**config.mk**
```make
export PLATFORM = sky130hd
export DESIGN_NAME = machine_memctrl
export DESIGN_NICKNAME = d
export VERILOG_FILES = /design/src/rtl/machine_pkg.sv /design/src/rtl/machine_btn_edge.sv /design/src/rtl/machine_memctrl.sv
export SDC_FILE = /design/constraint.sdc
export NUM_CORES = 2
export LEC_CHECK = 0
export BUFFER_PORTS_ARGS = -buffer_cell sky130_fd_sc_hd__buf_2
export CAP_MARGIN = 20
export CELL_PAD_IN_SITES_DETAIL_PLACEMENT = 1
export CELL_PAD_IN_SITES_GLOBAL_PLACEMENT = 1
export CORE_ASPECT_RATIO = 2
export CORE_MARGIN = 10
export CORE_UTILIZATION = 59
export DETAILED_ROUTE_END_ITERATION = 10
export GPL_ROUTABILITY_DRIVEN = 0
export MAX_ROUTING_LAYER = met4
export PLACE_DENSITY_LB_ADDON = 0.25
export SYNTH_ARGS = -nofsm -noshare
export SYNTH_HDL_FRONTEND = slang
export SYNTH_SLANG_ARGS = --single-unit
export TNS_END_PERCENT = 50
```
**constraint.sdc**
```tcl
create_clock -name system1000 -period 10.3 [get_ports system1000]
set_clock_uncertainty 0.1 [all_clocks]
set_input_delay 3.09 -clock system1000 [delete_from_list [all_inputs] [get_ports system1000]]
set_output_delay 3.09 -clock system1000 [all_outputs]
set_load 0.02 [all_outputs]
```
**src/rtl/machine_pkg.sv**
```systemverilog
// Shared constants for the machine_memctrl pushbutton-driven RAM controller:
// FSM state encoding, command bit indices and default geometry.
package machine_pkg;

  localparam int DEFAULT_ADDR_W = 8;
  localparam int DEFAULT_DATA_W = 8;
  localparam int NUM_BTN        = 4;

  // Bit positions of the command pulses coming out of the button front end.
  localparam int CMD_LOAD  = 0;
  localparam int CMD_WRITE = 1;
  localparam int CMD_READ  = 2;
  localparam int CMD_CLEAR = 3;

  typedef logic [1:0] state_t;

  localparam logic [1:0] S_IDLE      = 2'd0;
  localparam logic [1:0] S_READ_WAIT = 2'd1;
  localparam logic [1:0] S_CLEAR     = 2'd2;

endpackage

```
**src/rtl/machine_btn_edge.sv**
```systemverilog
// Two-flop synchroniser plus registered rising-edge detector per button bit;
// a held input yields exactly one single-cycle pulse.
module machine_btn_edge
  import machine_pkg::*;
#(
  parameter int WIDTH = NUM_BTN
) (
  input  logic             i_clk,
  input  logic             i_rst_n,
  input  logic [WIDTH-1:0] i_async,
  output logic [WIDTH-1:0] o_pulse
);

  logic [WIDTH-1:0] r_sync1;
  logic [WIDTH-1:0] r_sync2;
  logic [WIDTH-1:0] r_sync2_d;
  logic [WIDTH-1:0] r_pulse;

  always_ff @(posedge i_clk or negedge i_rst_n) begin
    if (!i_rst_n) begin
      r_sync1   <= '0;
      r_sync2   <= '0;
      r_sync2_d <= '0;
      r_pulse   <= '0;
    end else begin
      r_sync1   <= i_async;
      r_sync2   <= r_sync1;
      r_sync2_d <= r_sync2;
      // Registered so the pulse is glitch-free and lands on the third edge.
      r_pulse   <= r_sync2 & ~r_sync2_d;
    end
  end

  assign o_pulse = r_pulse;

endmodule

```
**src/rtl/machine_memctrl.sv**
```systemverilog
// Pushbutton RAM controller: load pointer, write-and-increment, registered read
// and a one-word-per-cycle clear sweep over a single-port synchronous RAM.
module machine_memctrl
  import machine_pkg::*;
#(
  parameter int ADDR_W = DEFAULT_ADDR_W,
  parameter int DATA_W = DEFAULT_DATA_W
) (
  input  logic              system1000,
  input  logic              system1000_rstn,
  input  logic [DATA_W-1:0] sw,
  input  logic [3:0]        btn,
  output logic [DATA_W-1:0] rd_data,
  output logic              rd_valid,
  output logic [ADDR_W-1:0] led_addr,
  output logic              busy,
  output state_t            o_dbg_state
);

  localparam int DEPTH = 1 << ADDR_W;

  logic [3:0]        w_cmd;
  logic              w_idle;
  logic              w_in_clear;
  logic              w_do_clear;
  logic              w_do_write;
  logic              w_do_load;
  logic              w_do_read;
  logic [ADDR_W-1:0] w_sw_addr;
  logic [ADDR_W-1:0] w_ram_addr;
  logic              w_ram_we;
  logic [DATA_W-1:0] w_ram_wdata;

  state_t            r_state;
  logic [ADDR_W-1:0] r_ptr;
  logic [ADDR_W-1:0] r_clr_cnt;
  logic [DATA_W-1:0] r_rd_data;
  logic              r_rd_valid;
  logic [DATA_W-1:0] r_ram_q;
  logic [DATA_W-1:0] r_mem [DEPTH];

  machine_btn_edge #(
    .WIDTH (4)
  ) u_btn_edge (
    .i_clk   (system1000),
    .i_rst_n (system1000_rstn),
    .i_async (btn),
    .o_pulse (w_cmd)
  );

  generate
    if (ADDR_W <= DATA_W) begin : g_addr_trunc
      assign w_sw_addr = sw[ADDR_W-1:0];
    end else begin : g_addr_zext
      assign w_sw_addr = {{(ADDR_W-DATA_W){1'b0}}, sw};
    end
  endgenerate

  // Commands only act in IDLE; one winner, priority clear > write > load > read.
  assign w_idle     = (r_state == S_IDLE);
  assign w_in_clear = (r_state == S_CLEAR);
  assign w_do_clear = w_idle & w_cmd[CMD_CLEAR];
  assign w_do_write = w_idle & ~w_cmd[CMD_CLEAR] & w_cmd[CMD_WRITE];
  assign w_do_load  = w_idle & ~w_cmd[CMD_CLEAR] & ~w_cmd[CMD_WRITE] & w_cmd[CMD_LOAD];
  assign w_do_read  = w_idle & ~w_cmd[CMD_CLEAR] & ~w_cmd[CMD_WRITE] & ~w_cmd[CMD_LOAD]
                    & w_cmd[CMD_READ];

  assign w_ram_addr  = w_in_clear ? r_clr_cnt : r_ptr;
  assign w_ram_we    = w_do_write | w_in_clear;
  assign w_ram_wdata = w_in_clear ? '0 : sw;

  // Single port, read-before-write; contents deliberately survive reset.
  always_ff @(posedge system1000) begin
    if (w_ram_we) begin
      r_mem[w_ram_addr] <= w_ram_wdata;
    end
    r_ram_q <= r_mem[w_ram_addr];
  end

  always_ff @(posedge system1000 or negedge system1000_rstn) begin
    if (!system1000_rstn) begin
      r_state    <= S_IDLE;
      r_ptr      <= '0;
      r_clr_cnt  <= '0;
      r_rd_data  <= '0;
      r_rd_valid <= 1'b0;
    end else begin
      r_rd_valid <= 1'b0;
      case (r_state)
        S_IDLE: begin
          if (w_do_clear) begin
            r_state   <= S_CLEAR;
            r_clr_cnt <= '0;
          end else if (w_do_write) begin
            r_ptr <= r_ptr + 1'b1;
          end else if (w_do_load) begin
            r_ptr <= w_sw_addr;
          end else if (w_do_read) begin
            r_state <= S_READ_WAIT;
          end
        end
        S_READ_WAIT: begin
          // r_ram_q holds RAM[ptr] captured at the end of the command cycle.
          r_rd_data  <= r_ram_q;
          r_rd_valid <= 1'b1;
          r_state    <= S_IDLE;
        end
        S_CLEAR: begin
          if (&r_clr_cnt) begin
            r_clr_cnt <= '0;
            r_ptr     <= '0;
            r_state   <= S_IDLE;
          end else begin
            r_clr_cnt <= r_clr_cnt + 1'b1;
          end
        end
        default: begin
          r_state <= S_IDLE;
        end
      endcase
    end
  end

  // rd_valid is a one-cycle strobe marking the cycle rd_data first shows a new
  // read result; there is no back-pressure, the consumer must take it then.
  assign rd_data     = r_rd_data;
  assign rd_valid    = r_rd_valid;
  assign led_addr    = r_ptr;
  assign busy        = w_in_clear;
  assign o_dbg_state = r_state;

endmodule

```
Yosys cells after proc, flatten, opt, wreduce, memory -nomap -nowiden
Memories as Yosys holds them, arrays and structs flattened. A register that Yosys moved wholly into a read port is not among the register bits.
Cells that the tools add are included.

cells by class
  $add $sub $neg = 2
  multiply operators = 0
  div/mod/pow operators = 0
  magnitude comparators = 0
  equal/unequal tests = 9
  shifts and indexed selects = 0
  muxes and demuxes = 19
  bitwise gates (word level) = 13
  reductions and logical operators = 6

operators by type and width
  cell                                           number
  2-to-1 mux 8 bit                               8
  case mux 8 bit (2 select lines)                2
  adder 8 x 1 -> 8 bit, second input constant    2
  2-to-1 mux 2 bit                               5
  AND reduction 4 bit                            2
  AND reduction 8 bit                            1
  AND 1 bit                                      7
  != test 3 x 1 -> 1 bit, second input constant  2
  != test 3 bit, second input constant           2
  AND 4 bit                                      1
  != test 2 x 1 -> 1 bit, second input constant  2
  NOT 4 bit                                      1
  case mux 2 bit (2 select lines)                1
  2-to-1 mux 1 bit                               3
  NOT 1 bit                                      3
  == test 2 x 1 -> 1 bit, second input constant  1
  == test 2 bit, second input constant           1
  zero test 2 bit                                1
  != test 2 bit, second input constant           1
  AND reduction 2 bit                            1
  nonzero test 2 bit                             1
  OR 1 bit                                       1

storage, ports and cells
  register bits = 43
  bits in latches = 0
  bits in writable memories = 2048
  ROM bits = 0
  input port bits = 14
  output and inout bits = 20
  logic and storage cells = 59
  memories = 1

memories
  memory  depth  bits a word  rd ports  clocked after Yosys merged registers in  wr ports  line                   text
  r_mem   256    8            1         1                                        1         machine_memctrl.sv:40  logic [DATA_W-1:0] r_mem [DEPTH];

Logic depth before layout (Yosys ltp)
  depth in word-level cells = 10
  gate-level depth with buffers = 12
  gate-level depth less buffers = 9

By module
Synthesis repeated with hierarchy kept, for this count alone.

unflattened totals
  cell total of the unflattened synthesis = 4260
  area, all modules = 77500.6 sq um

by module, submodules not included
  module            times used  cells an instance  area an instance (sq um)  sequential area each (sq um)
  machine_memctrl   1           4240               77045.1                   62334.8
  machine_btn_edge  1           20                 455.4                     400.4

Worst setup path before layout
Ideal clock, no wire load.

  path type = input port to flip-flop
  from = input sw[4]
  to = memory r_mem[0][4] (netlist bit), data pin
  setup time = 870 ps
  arrival time = 6351 ps
  required time = 9330 ps
  slack = 2979 ps
  stages = 1
  buffers on the path = 0
  cells stage by stage = and2_1

between the ends
  longest elaborated chain between the ends = 1

RTL lines
  what                line                   text
  start: declaration  machine_memctrl.sv:11  input logic [DATA_W-1:0] sw,
  2-to-1 mux 8 bit    machine_memctrl.sv:70  assign w_ram_wdata = w_in_clear ? '0 : sw;
  end: declaration    machine_memctrl.sv:40

No other way between the ends.

Worst setup path after layout
  from = register r_state[0] (netlist: o_dbg_state[0])
  to = output busy

between the ends
  longest elaborated chain between the ends = 1

RTL lines
  what                      line                   text
  start: declaration        machine_memctrl.sv:34  state_t r_state;
  start signal: assignment  machine_memctrl.sv:82  r_state <= S_IDLE;
  start signal: assignment  machine_memctrl.sv:92  r_state <= S_CLEAR;
  start signal: assignment  machine_memctrl.sv:99  r_state <= S_READ_WAIT;
  == test 2 bit             machine_memctrl.sv:61  assign w_in_clear = (r_state == S_CLEAR);
  end: declaration          machine_memctrl.sv:16  output logic busy,

No other way between the ends.

==> flow_summary.json <==
{
  "io_pins": 34,
  "crit_arrival_ps": 2420,
  "ys_seq_area_share_pct": 81.0,
  "grt_pass1_vias": 46767,
  "via_per_inst": 7.38,
  "worst_pin_slew_ps": 1440,
  "ys_types": 51,
  "hold_slack_ps": 253,
  "rsz0062_at_grt": "false",
  "ys.flop_type": "edfxtp_1",
  "synthesis.nets": 4282,
  "max-vdd-ir-drop_v": 0.000222,
  "grt_max_degree": 217,
  "wl_met1_microns": 75600,
  "first_iter_violations": 5905,
  "cp-startpoint": "o_dbg_state[0]",
  "met2_length_microns": 119000,
  "synth_top_area_share_pct": 79.4,
  "cts_setup_buffers": 0,
  "final_hold_viol_count": 0,
  "required_ps": 7110,
  "start_util_pct": 59.2,
  "syn_to_final_growth_pct": 9.33,
  "min-delay-path-class": "reg -> reg",
  "clock_sinks": 2099,
  "crit_fanout": 31,
  "max_cap_violations": 0,
  "setup_violations": 0,
  "hpwlAfterDp_microns": 134000,
  "slew_headroom_pct": 3.92,
  "grt_pass1_wl_microns": 333000,
  "critPathLaunchType": "flop",
  "numPortBuffers": 33,
  "clk_pin_slew_ps": 70,
  "drc": 0,
  "dieArea_sq_um": 147000,
  "finalMaxSlewViolations": 0,
  "synthArstFlopShare_pct": 2.05,
  "drive_gt1_share_pct": 8.94,
  "coreArea_sq_um": 131000,
  "power.total_uw": 22200,
  "die_h_microns": 532,
  "rr_startpoint": "o_dbg_state[0]",
  "nets": 4246,
  "cts_max_level": 4,
  "synth_largest_area_cell": "edfxtp_1",
  "antenna_found_initial": 6,
  "min_period_ps": 5610,
  "insertion_delay_ps": 820,
  "ys_ff_latch": 2099,
  "rows": 188,
  "critical_path_class": "reg -> out",
  "status": "finished clean",
  "cts_buffer_depth": 3,
  "powerDensity_nw_per_um2": 262,
  "drt_wl_total_microns": 231000,
  "synth_edf_count": 2048,
  "cts_buffers": 164,
  "setup_total_negative_slack_ps": 0,
  "yosys.cell_count.top_type": "edfxtp_1",
  "cp-end-kind": "output pin",
  "min_from": "u_btn_edge.r_sync1[1]",
  "cts_resized": 0,
  "clockRootBuffer": "clkbuf_16",
  "syn_inst": 4266,
  "avgSynthCellArea_sq_um": 18.2,
  "antenna_left": 0,
  "dieWidth_microns": 276,
  "period_share_pct": 54.5,
  "p_leak_uw": 0.0266,
  "drt-wirelength-per-cell_microns": 38.1,
  "syn_area_sq_um": 77400,
  "routed.top_layer": "met4",
  "cts_tree": "built",
  "max_freq_mhz": 178,
  "synth_area_leaders": "edfxtp_1 79%, a22o_1 5.8%, a221oi_1 5.8%",
  "synth-warning-count": 0,
  "grt_use_total_pct": 31.7,
  "drtPass1Iterations": 6,
  "synth_common_cells": "2048 x edfxtp_1, 513 x a22o_1, 512 x a221oi_1",
  "fin_util_pct": 64.7,
  "hold_buffers": 0,
  "dr_total_vias": 44897,
  "dr_wl_met3_microns": 18100,
  "overflow": 0
}
==> logic make-up (layout without fill, tap and decap cells) <==
group,after synthesis,after routing,synth area share [%]
buffers and inverters,328,426,1.77
multiplexers,9,9,0.134
adder cells (fa/ha/maj),2,2,0.0323
flip-flops,2099,2099,81.0
AO/OA/AOI/OAI,1373,1373,14.5
XOR/XNOR,1,1,0.0113
other,0,8,0
AND/OR/NAND/NOR,454,454,2.58
==> layout make-up <==
type                            count  area (sq um)
Tap cell                         1710          2140
Antenna cell                        8          20.0
Fill cell                       10783         46100
Clock buffer                      199          4270
Sequential cell                  2099         62700
Multi-Input combinational cell   1839         13400
Inverter                            8          30.0
Clock inverter                    101          1090
Timing Repair Buffer              118           961
==> layer usage <==
layer	global-route usage, %	vias to the layer above
met4	22.9	0
li1	-	18055
met2	52.7	2932
met1	34.4	23135
met5	-	-
met3	5.15	775
==> sequential cells by signal (all words and copies together), names as in the netlist <==
signal and count:
r_mem 2048, led_addr 8, r_clr_cnt 8, r_ram_q 8
rd_data 8, u_btn_edge.o_pulse 4, u_btn_edge.r_sync1 4, u_btn_edge.r_sync2 4
u_btn_edge.r_sync2_d 4, o_dbg_state 2, rd_valid 1
==> placed cells by master (no fill, tap or decap), drive strengths merged, types with 6 or more instances in the layout <==
cell	instances
a21boi	12
a221oi	512
nor4	64
and2	10
bufinv	17
dfrtp	43
inv	19
o22ai	256
clkbuf	199
o31ai	11
dfxtp	8
edfxtp	2048
nor2	268
nand2	74
mux2	8
nor2b	6
a21oi	19
clkinv	65
diode	8
buf	118
nand3	9
o21ai	26
a2111o	8
clkinvlp	8
a22o	513
==> power breakdown <==
| part | switching (uW) | internal, uW | leakage [uW] |
|---|---|---|---|
| combinational | 4240 | 1950 | 0.00444 |
| clock | 3040 | 3420 | 0.00260 |
| sequential | 124 | 9410 | 0.0196 |
==> metrics by stage <==
stage	worst slack, ps	area, sq um	std cells
6_report	4690	84700	6082
5_1_grt	4510	84700	6080
4_1_cts	4650	84600	6073
3_5_place_dp	4540	79300	5773
3_3_place_gp	4750	79300	5773
2_1_floorplan	2980	77400	4266
==> worst paths after layout <==
path,cells past startpoint,slack [ps],to
hold / removal,0,250,u_btn_edge.r_sync2[1]
hold reg to reg,0,250,u_btn_edge.r_sync2[1]
setup / recovery,3,4690,busy
setup reg to reg,11,4790,r_ram_q[3]
max in group asynchronous,2,7350,rd_data[3]
min in group asynchronous,2,2290,u_btn_edge.r_sync2[3]
==> worst max-delay path, cell delays in order, from the launching register on <==
cell	delay (ps)
dfrtp_1	460
nand2b_4	360
inv_2	510
buf_2	270
Power figures use the tool's default switching activity.
